==> src/rtl/i2s_rx_deserializer_if.sv <==
// ============================================================================
// Module   : i2s_rx_deserializer_if
// Purpose  : I2S pin bundle plus the parallel stereo sample bus it produces.
// Revision : 1.0 - initial release
// ============================================================================
`timescale 1ns/1ps
`default_nettype none

interface i2s_rx_deserializer_if #(
  parameter int DATA_W = 24
);
  logic              I2S_sclk;
  logic              I2S_ws;
  logic              I2S_data;
  logic [DATA_W-1:0] lft_smpl;
  logic [DATA_W-1:0] rght_smpl;
  logic              vld;
  logic              frm_err;
  logic              locked;

  // Receiver side: consumes the pins, drives the sample bus.
  modport slave (
    input  I2S_sclk, I2S_ws, I2S_data,
    output lft_smpl, rght_smpl, vld, frm_err, locked
  );

  // Source/consumer side: drives the pins, observes the sample bus.
  modport master (
    output I2S_sclk, I2S_ws, I2S_data,
    input  lft_smpl, rght_smpl, vld, frm_err, locked
  );
endinterface

`default_nettype wire

==> src/rtl/i2s_rx_deserializer.sv <==
// ============================================================================
// Module   : i2s_rx_deserializer
// Purpose  : Oversampled I2S receiver producing left/right pairs with lock and
//            short-word / stalled-clock detection.
// Revision : 1.0 - initial release
// ============================================================================
`timescale 1ns/1ps
`default_nettype none

module i2s_rx_deserializer #(
  parameter int DATA_W      = 24,
  parameter int SYNC_STAGES = 2,
  parameter int TIMEOUT     = 4096
) (
  input  wire logic              clk,
  input  wire logic              rst,
  i2s_rx_deserializer_if.slave   bus
);

  localparam int CNT_W = $clog2(DATA_W + 1);
  localparam int TO_W  = $clog2(TIMEOUT + 1);

  localparam logic [CNT_W-1:0] CNT_FULL = CNT_W'(DATA_W);
  localparam logic [CNT_W-1:0] CNT_LAST = CNT_W'(DATA_W - 1);
  localparam logic [TO_W-1:0]  TO_MAX   = TO_W'(TIMEOUT);
  localparam logic [TO_W-1:0]  TO_LAST  = TO_W'(TIMEOUT - 1);

  typedef enum logic [1:0] {
    SYNC  = 2'd0,
    LEFT  = 2'd1,
    RIGHT = 2'd2
  } state_t;

  logic [SYNC_STAGES-1:0] sclk_sync;
  logic [SYNC_STAGES-1:0] ws_sync;
  logic [SYNC_STAGES-1:0] data_sync;
  logic                   sclk_hist;

  logic                   sclk_s;
  logic                   ws_s;
  logic                   data_s;
  logic                   sclk_rise;
  logic                   ws_edge;

  state_t                 state;
  logic [CNT_W-1:0]       bit_cnt;
  logic [TO_W-1:0]        to_cnt;
  logic [DATA_W-1:0]      shreg;
  logic [DATA_W-1:0]      left_hold;
  logic [DATA_W-1:0]      shift_in;
  logic                   ws_prev;
  logic                   pair_done;

  logic [DATA_W-1:0]      lft_smpl;
  logic [DATA_W-1:0]      rght_smpl;
  logic                   vld;
  logic                   frm_err;
  logic                   locked;

  always_ff @(posedge clk) begin
    if (rst) begin
      sclk_sync <= '0;
      ws_sync   <= '0;
      data_sync <= '0;
      sclk_hist <= 1'b0;
    end else begin
      sclk_sync[0] <= bus.I2S_sclk;
      ws_sync[0]   <= bus.I2S_ws;
      data_sync[0] <= bus.I2S_data;
      for (int i = 1; i < SYNC_STAGES; i++) begin
        sclk_sync[i] <= sclk_sync[i-1];
        ws_sync[i]   <= ws_sync[i-1];
        data_sync[i] <= data_sync[i-1];
      end
      sclk_hist <= sclk_sync[SYNC_STAGES-1];
    end
  end

  assign sclk_s    = sclk_sync[SYNC_STAGES-1];
  assign ws_s      = ws_sync[SYNC_STAGES-1];
  assign data_s    = data_sync[SYNC_STAGES-1];
  assign sclk_rise = sclk_s & ~sclk_hist;
  assign ws_edge   = sclk_rise & (ws_s != ws_prev);
  assign shift_in  = {shreg[DATA_W-2:0], data_s};

  always_ff @(posedge clk) begin
    if (rst) begin
      state     <= SYNC;
      bit_cnt   <= '0;
      to_cnt    <= '0;
      shreg     <= '0;
      left_hold <= '0;
      ws_prev   <= 1'b0;
      pair_done <= 1'b0;
      lft_smpl  <= '0;
      rght_smpl <= '0;
      vld       <= 1'b0;
      frm_err   <= 1'b0;
      locked    <= 1'b0;
    end else begin
      vld     <= 1'b0;
      frm_err <= 1'b0;

      // Publish the pair one clk after the last right bit so both halves move together.
      if (pair_done) begin
        lft_smpl  <= left_hold;
        rght_smpl <= shreg;
        vld       <= 1'b1;
        locked    <= 1'b1;
        pair_done <= 1'b0;
      end

      if (sclk_rise) begin
        to_cnt  <= '0;
        ws_prev <= ws_s;
        case (state)
          SYNC: begin
            if (ws_edge && !ws_s) begin
              state   <= LEFT;
              bit_cnt <= '0;
            end
          end
          LEFT: begin
            if (ws_edge) begin
              if (bit_cnt == CNT_FULL) begin
                state   <= RIGHT;
                bit_cnt <= '0;
              end else begin
                frm_err <= 1'b1;
                locked  <= 1'b0;
                state   <= SYNC;
              end
            end else if (bit_cnt != CNT_FULL) begin
              shreg   <= shift_in;
              bit_cnt <= bit_cnt + 1'b1;
              if (bit_cnt == CNT_LAST) begin
                left_hold <= shift_in;
              end
            end
          end
          RIGHT: begin
            if (ws_edge) begin
              // A short right word drops the pair, but this edge still opens a left word.
              if (bit_cnt != CNT_FULL) begin
                frm_err <= 1'b1;
                locked  <= 1'b0;
              end
              state   <= LEFT;
              bit_cnt <= '0;
            end else if (bit_cnt != CNT_FULL) begin
              shreg   <= shift_in;
              bit_cnt <= bit_cnt + 1'b1;
              if (bit_cnt == CNT_LAST) begin
                pair_done <= 1'b1;
              end
            end
          end
          default: state <= SYNC;
        endcase
      end else if (to_cnt != TO_MAX) begin
        to_cnt <= to_cnt + 1'b1;
        if (to_cnt == TO_LAST && state != SYNC) begin
          frm_err <= 1'b1;
          locked  <= 1'b0;
          state   <= SYNC;
        end
      end
    end
  end

  assign bus.lft_smpl  = lft_smpl;
  assign bus.rght_smpl = rght_smpl;
  assign bus.vld       = vld;
  assign bus.frm_err   = frm_err;
  assign bus.locked    = locked;

endmodule

`default_nettype wire

==> src/flat_wrapper.sv <==
// flat-port wrapper written by rule: the top's interface ports become plain ports
module i2s_rx_deserializer_flat 
#(
  parameter int DATA_W      = 24,
  parameter int SYNC_STAGES = 2,
  parameter int TIMEOUT     = 4096
)
  (clk, rst, bus_I2S_sclk, bus_I2S_ws, bus_I2S_data, bus_lft_smpl, bus_rght_smpl, bus_vld, bus_frm_err, bus_locked);
  i2s_rx_deserializer_if #(.DATA_W(DATA_W)) bus_i ();
  input  wire logic clk;
  input  wire logic rst;
  input wire logic [$bits(bus_i.I2S_sclk)-1:0] bus_I2S_sclk;
  input wire logic [$bits(bus_i.I2S_ws)-1:0] bus_I2S_ws;
  input wire logic [$bits(bus_i.I2S_data)-1:0] bus_I2S_data;
  output wire logic [$bits(bus_i.lft_smpl)-1:0] bus_lft_smpl;
  output wire logic [$bits(bus_i.rght_smpl)-1:0] bus_rght_smpl;
  output wire logic [$bits(bus_i.vld)-1:0] bus_vld;
  output wire logic [$bits(bus_i.frm_err)-1:0] bus_frm_err;
  output wire logic [$bits(bus_i.locked)-1:0] bus_locked;
  assign bus_i.I2S_sclk = bus_I2S_sclk;
  assign bus_i.I2S_ws = bus_I2S_ws;
  assign bus_i.I2S_data = bus_I2S_data;
  assign bus_lft_smpl = bus_i.lft_smpl;
  assign bus_rght_smpl = bus_i.rght_smpl;
  assign bus_vld = bus_i.vld;
  assign bus_frm_err = bus_i.frm_err;
  assign bus_locked = bus_i.locked;
  i2s_rx_deserializer #(.DATA_W(DATA_W), .SYNC_STAGES(SYNC_STAGES), .TIMEOUT(TIMEOUT)) u_core (.clk(clk), .rst(rst), .bus(bus_i));
endmodule
==> config.mk <==
export PLATFORM = sky130hd
export DESIGN_NAME = i2s_rx_deserializer_flat
export DESIGN_NICKNAME = d
export VERILOG_FILES = /design/src/rtl/i2s_rx_deserializer_if.sv /design/src/rtl/i2s_rx_deserializer.sv /design/src/flat_wrapper.sv
export SDC_FILE = /design/constraint.sdc
export NUM_CORES = 1
export LEC_CHECK = 0
export BUFFER_PORTS_ARGS = -buffer_cell sky130_fd_sc_hd__buf_4
export CAP_MARGIN = 20
export CELL_PAD_IN_SITES_DETAIL_PLACEMENT = 1
export CELL_PAD_IN_SITES_GLOBAL_PLACEMENT = 2
export CORE_ASPECT_RATIO = 0.6
export CORE_MARGIN = 8
export CORE_UTILIZATION = 39
export CTS_CLUSTER_SIZE = 20
export DETAILED_ROUTE_END_ITERATION = 8
export GPL_TIMING_DRIVEN = 0
export PLACE_DENSITY_LB_ADDON = 0.25
export SYNTH_ARGS = -nofsm -noshare
export SYNTH_HDL_FRONTEND = slang
export SYNTH_SLANG_ARGS = --single-unit
==> constraint.sdc <==
create_clock -name clk -period 3.62 [get_ports clk]
set_input_delay 0 -clock clk [delete_from_list [all_inputs] [get_ports clk]]
set_output_delay 0 -clock clk [all_outputs]
set_load 0.01 [all_outputs]
==> impl_metrics.py <==
metrics = {
    "clock_network": {
        "cts.reportedPaths.clkPinSlew_ns": 0.06,
        "clk_path_buf_depth": 2,
        "cts_tree": "done",
        "cts-htree-levels": 4,
        "post_cts_resize_count": 0,
        "cts.sink_count": 128,
        "cts_buffers": 17,
        "clk-insertion-delay-late_ns": 0.41,
        "post-cts-setup-buffers": 0,
        "root_buffer_cell": "sky130_fd_sc_hd__clkbuf_16",
    },
    "layout": {
        "final_common_cell": "sky130_fd_sc_hd__dfxtp_1",
        "fraction_of_layout_cells_with_a_size_suffix_above_1_pct": 16.4,
        "layout_common_cells": "sky130_fd_sc_hd__dfxtp_1 (128), sky130_fd_sc_hd__nor2_1 (92), sky130_fd_sc_hd__mux2i_1 (72), sky130_fd_sc_hd__nand2_1 (61), sky130_fd_sc_hd__buf_4 (56)",
        "layout_overhead_on_the_synthesized_area_pct": 26.3,
        "finalNetCount": 597,
        "n_antenna_cell": 0,
    },
    "die": {
        "fp-row-count": 31,
        "die_y_um": 102,
        "floorplan.die_area_um2": 16400,
        "design.portCount": 56,
        "core_um2": 12100,
        "die-width_um": 160,
        "initial_core_util_pct": 40.1,
    },
    "power_and_ir_drop": {
        "seq_pwr_share_pct": 43.0,
        "vdd_ir_drop_max_uv": 299,
        "comb_power_share_pct": 1.8,
        "clock_power_share_pct": 55.2,
        "cell_internal_pwr_mw": 2.59,
        "totalPowerFinal_mw": 3.30,
        "power.switching_uw": 710,
        "sw_frac_of_total_pct": 21.5,
        "leakage_power_nw": 2.42,
        "power_per_cell_area_nw_per_um2": 539,
    },
    "synth": {
        "async_reset_ff_share_pct": 0,
        "synth_enable_flop_cells": 0,
        "flops_latches_synth": 128,
        "synth_warnings": 0,
        "synth.net_count": 521,
        "synth-seq-area-share_pct": 52.8,
        "mappedNetlistArea_um2": 4860,
        "post_synth_num_cell_types": 41,
        "postSynth.topFlopCell": "sky130_fd_sc_hd__dfxtp_1",
        "synth_cells": 508,
        "synth_area_per_cell_um2": 9.56,
    },
    "routing": {
        "vias_after_detailed_routing": 3784,
        "drt_iter0_markers": 127,
        "vias_per_cell": 4.97,
        "routed_wl_um": 13000,
        "first_pass_iters": 4,
        "detail-route-antenna-nets": 0,
        "wl_per_cell_um": 17.0,
        "detail_route.drc_violations": 0,
    },
    "worst_hold_path": {
        "timing.hold.worst.start": "rst",
        "timing.hold.worst_path_depth": 3,
        "worstHoldPathType": "input port to register",
        "hold-path-endpoint": "u_core.state[0]",
    },
    "critical_path": {
        "r2r_end": "u_core.state[0]",
        "worstPathMaxFanout": 5,
        "timing.critical_path.slowest_cell_delay_ns": 0.53,
        "crit_path_top_delay_cell": "sky130_fd_sc_hd__or4_1",
        "worst-r2r-cell-count": 6,
        "critPathLaunch": "u_core.to_cnt[0]",
        "timing.critical_path.to_type": "register",
        "path_cells": "ha_1 > and4_1 > nor4b_4 > a21oi_2 > or4_1 > o31ai_1",
        "timing_worst_setup_path_type": "register to register",
        "start_kind": "register",
        "regToRegSetupSlack_ns": 1.49,
        "timing.critical_path.required_ns": 3.94,
        "worstPathArrival_ns": 2.45,
        "r2r-start": "u_core.to_cnt[0]",
    },
    "timing": {
        "finalSetupViolations": 0,
        "actual_transition_at_the_worst_max_transition_pin_ns": 0.877,
        "setup_total_negative_slack_ns": 0,
        "hold_violations": 0,
        "post-route-min-period_ns": 2.13,
        "skew_ns": 0.0121,
        "drv_slew": 0,
        "grt_setup_unrepaired": "false",
        "max_clock_freq_mhz": 468,
        "final.period_utilization_pct": 59.0,
        "slew_headroom_pct": 41.5,
    },
    "grt": {
        "grt_antenna_before_repair": 0,
        "grt_overflow": 0,
        "grt_pass1_vias": 4048,
        "grt_first_pass_wirelength_um": 21400,
        "grt_util_all_layers_pct": 16.4,
        "grt_max_degree": 17,
    },
    "placed_design": {
        "gp_congestion": 0.818,
        "place.detailed.hpwl_um": 9060,
        "number_of_buffers_added_on_ports": 54,
    },
    "outcome": {
        "outcome": "finished, final reports clean",
    },
    "run": {
        "drv.max_cap_violation_count": 0,
    },
}
metrics by stage:
stage                     utilization, %  area [µm²]  hold WS, ns  setup slack (ns)  cells
after floorplan                        -        4860        0.128              1.79    508
after global placement              45.2        5470        0.212              1.54    727
after detailed placement            45.2        5470        0.219              1.49    727
after CTS                           50.7        6130        0.102              1.48    762
after global routing                50.7        6130        0.152              1.33    762
final                               50.7        6130        0.118              1.49    762
worst max-delay path, delay by kind of cell, from the launching register on:
family / cells / cell delay, ns
fa+ha+maj: 1 / 0.25
simple gates: 3 / 1.13
flops: 1 / 0.44
compound gates: 2 / 0.23
Yosys cell counts, drive strengths merged (4+ instances only):
library cell / number / share of area, %
a21oi: 30 / 3.2
buf: 12 / 1.1
clkbuf: 15 / 1.2
dfxtp: 128 / 53
ha: 8 / 2.1
inv: 11 / 0.85
mux2i: 72 / 15
nand2: 61 / 4.7
nand3: 10 / 1.0
nor2: 92 / 7.1
nor2b: 11 / 1.4
nor3: 4 / 0.52
o21ai: 5 / 0.67
o31ai: 4 / 0.62
xnor2: 7 / 1.4
xor2: 5 / 0.90
power groups by stage:
stage	Combinational [mW]	Sequential, mW	Clock, mW
after global placement	0.0548	1.45	0
after CTS	0.0601	1.42	1.86
final	0.0589	1.42	1.82
after global routing	0.0667	1.42	1.93
after detailed placement	0.0568	1.45	0
after floorplan	0.0359	1.45	0
registers in the layout, indices dropped and copies added (netlist names):
register,flops
u_core.state,2
u_core.ws_prev,1
u_core.bus.frm_err,1
u_core.bus.lft_smpl,24
u_core.shreg,24
u_core.pair_done,1
u_core.left_hold,24
u_core.ws_sync,2
u_core.bus.rght_smpl,24
u_core.sclk_hist,1
u_core.sclk_sync,2
u_core.bus.locked,1
u_core.to_cnt,13
u_core.bus.vld,1
u_core.bit_cnt,5
u_core.data_sync,2
layout make-up:
type                       instances  area [µm²]
multi-input combinational        342        2140
sequential                       128        2560
fill                            1375        5970
clock inverter                    15         208
timing repair buffer              57         435
tap                              165         206
clock buffer                      17         425
buffer                            27         111
inverter                          11        41.3
layer usage:
metal  share of wire [%]  GRT usage, %  wire length, µm
met5                   0             0                0
met4                 1.1          6.21              148
met3                 3.7          4.06              481
met2                  45          26.1             5830
met1                  50          21.4             6490
cells by family after synthesis:
kind of cell	Yosys count	synth area share [%]
adder cells (fa/ha/maj)	8	2.06
XOR/XNOR	12	2.32
AO/OA/AOI/OAI	46	5.77
flip-flops	128	52.8
buffers and inverters	38	3.14
multiplexers	73	15.1
AND/OR/NAND/NOR	203	18.9
how the worst max path moves through the flow:
stage | endpoint | slack [ns]
3_3_place_gp | u_core.state[0] | 1.54
6_report | u_core.state[0] | 1.49
4_1_cts | u_core.state[0] | 1.48
5_1_grt | u_core.state[0] | 1.33
2_1_floorplan | u_core.state[0] | 1.79
3_5_place_dp | u_core.state[0] | 1.49
what timing repair did:
item,in CTS,in global routing
setup endpoints to repair,0,0
endpoints found under the hold margin,3,0
hold buffers,3,0
Note: power is estimated with default switching activity, not from simulation.
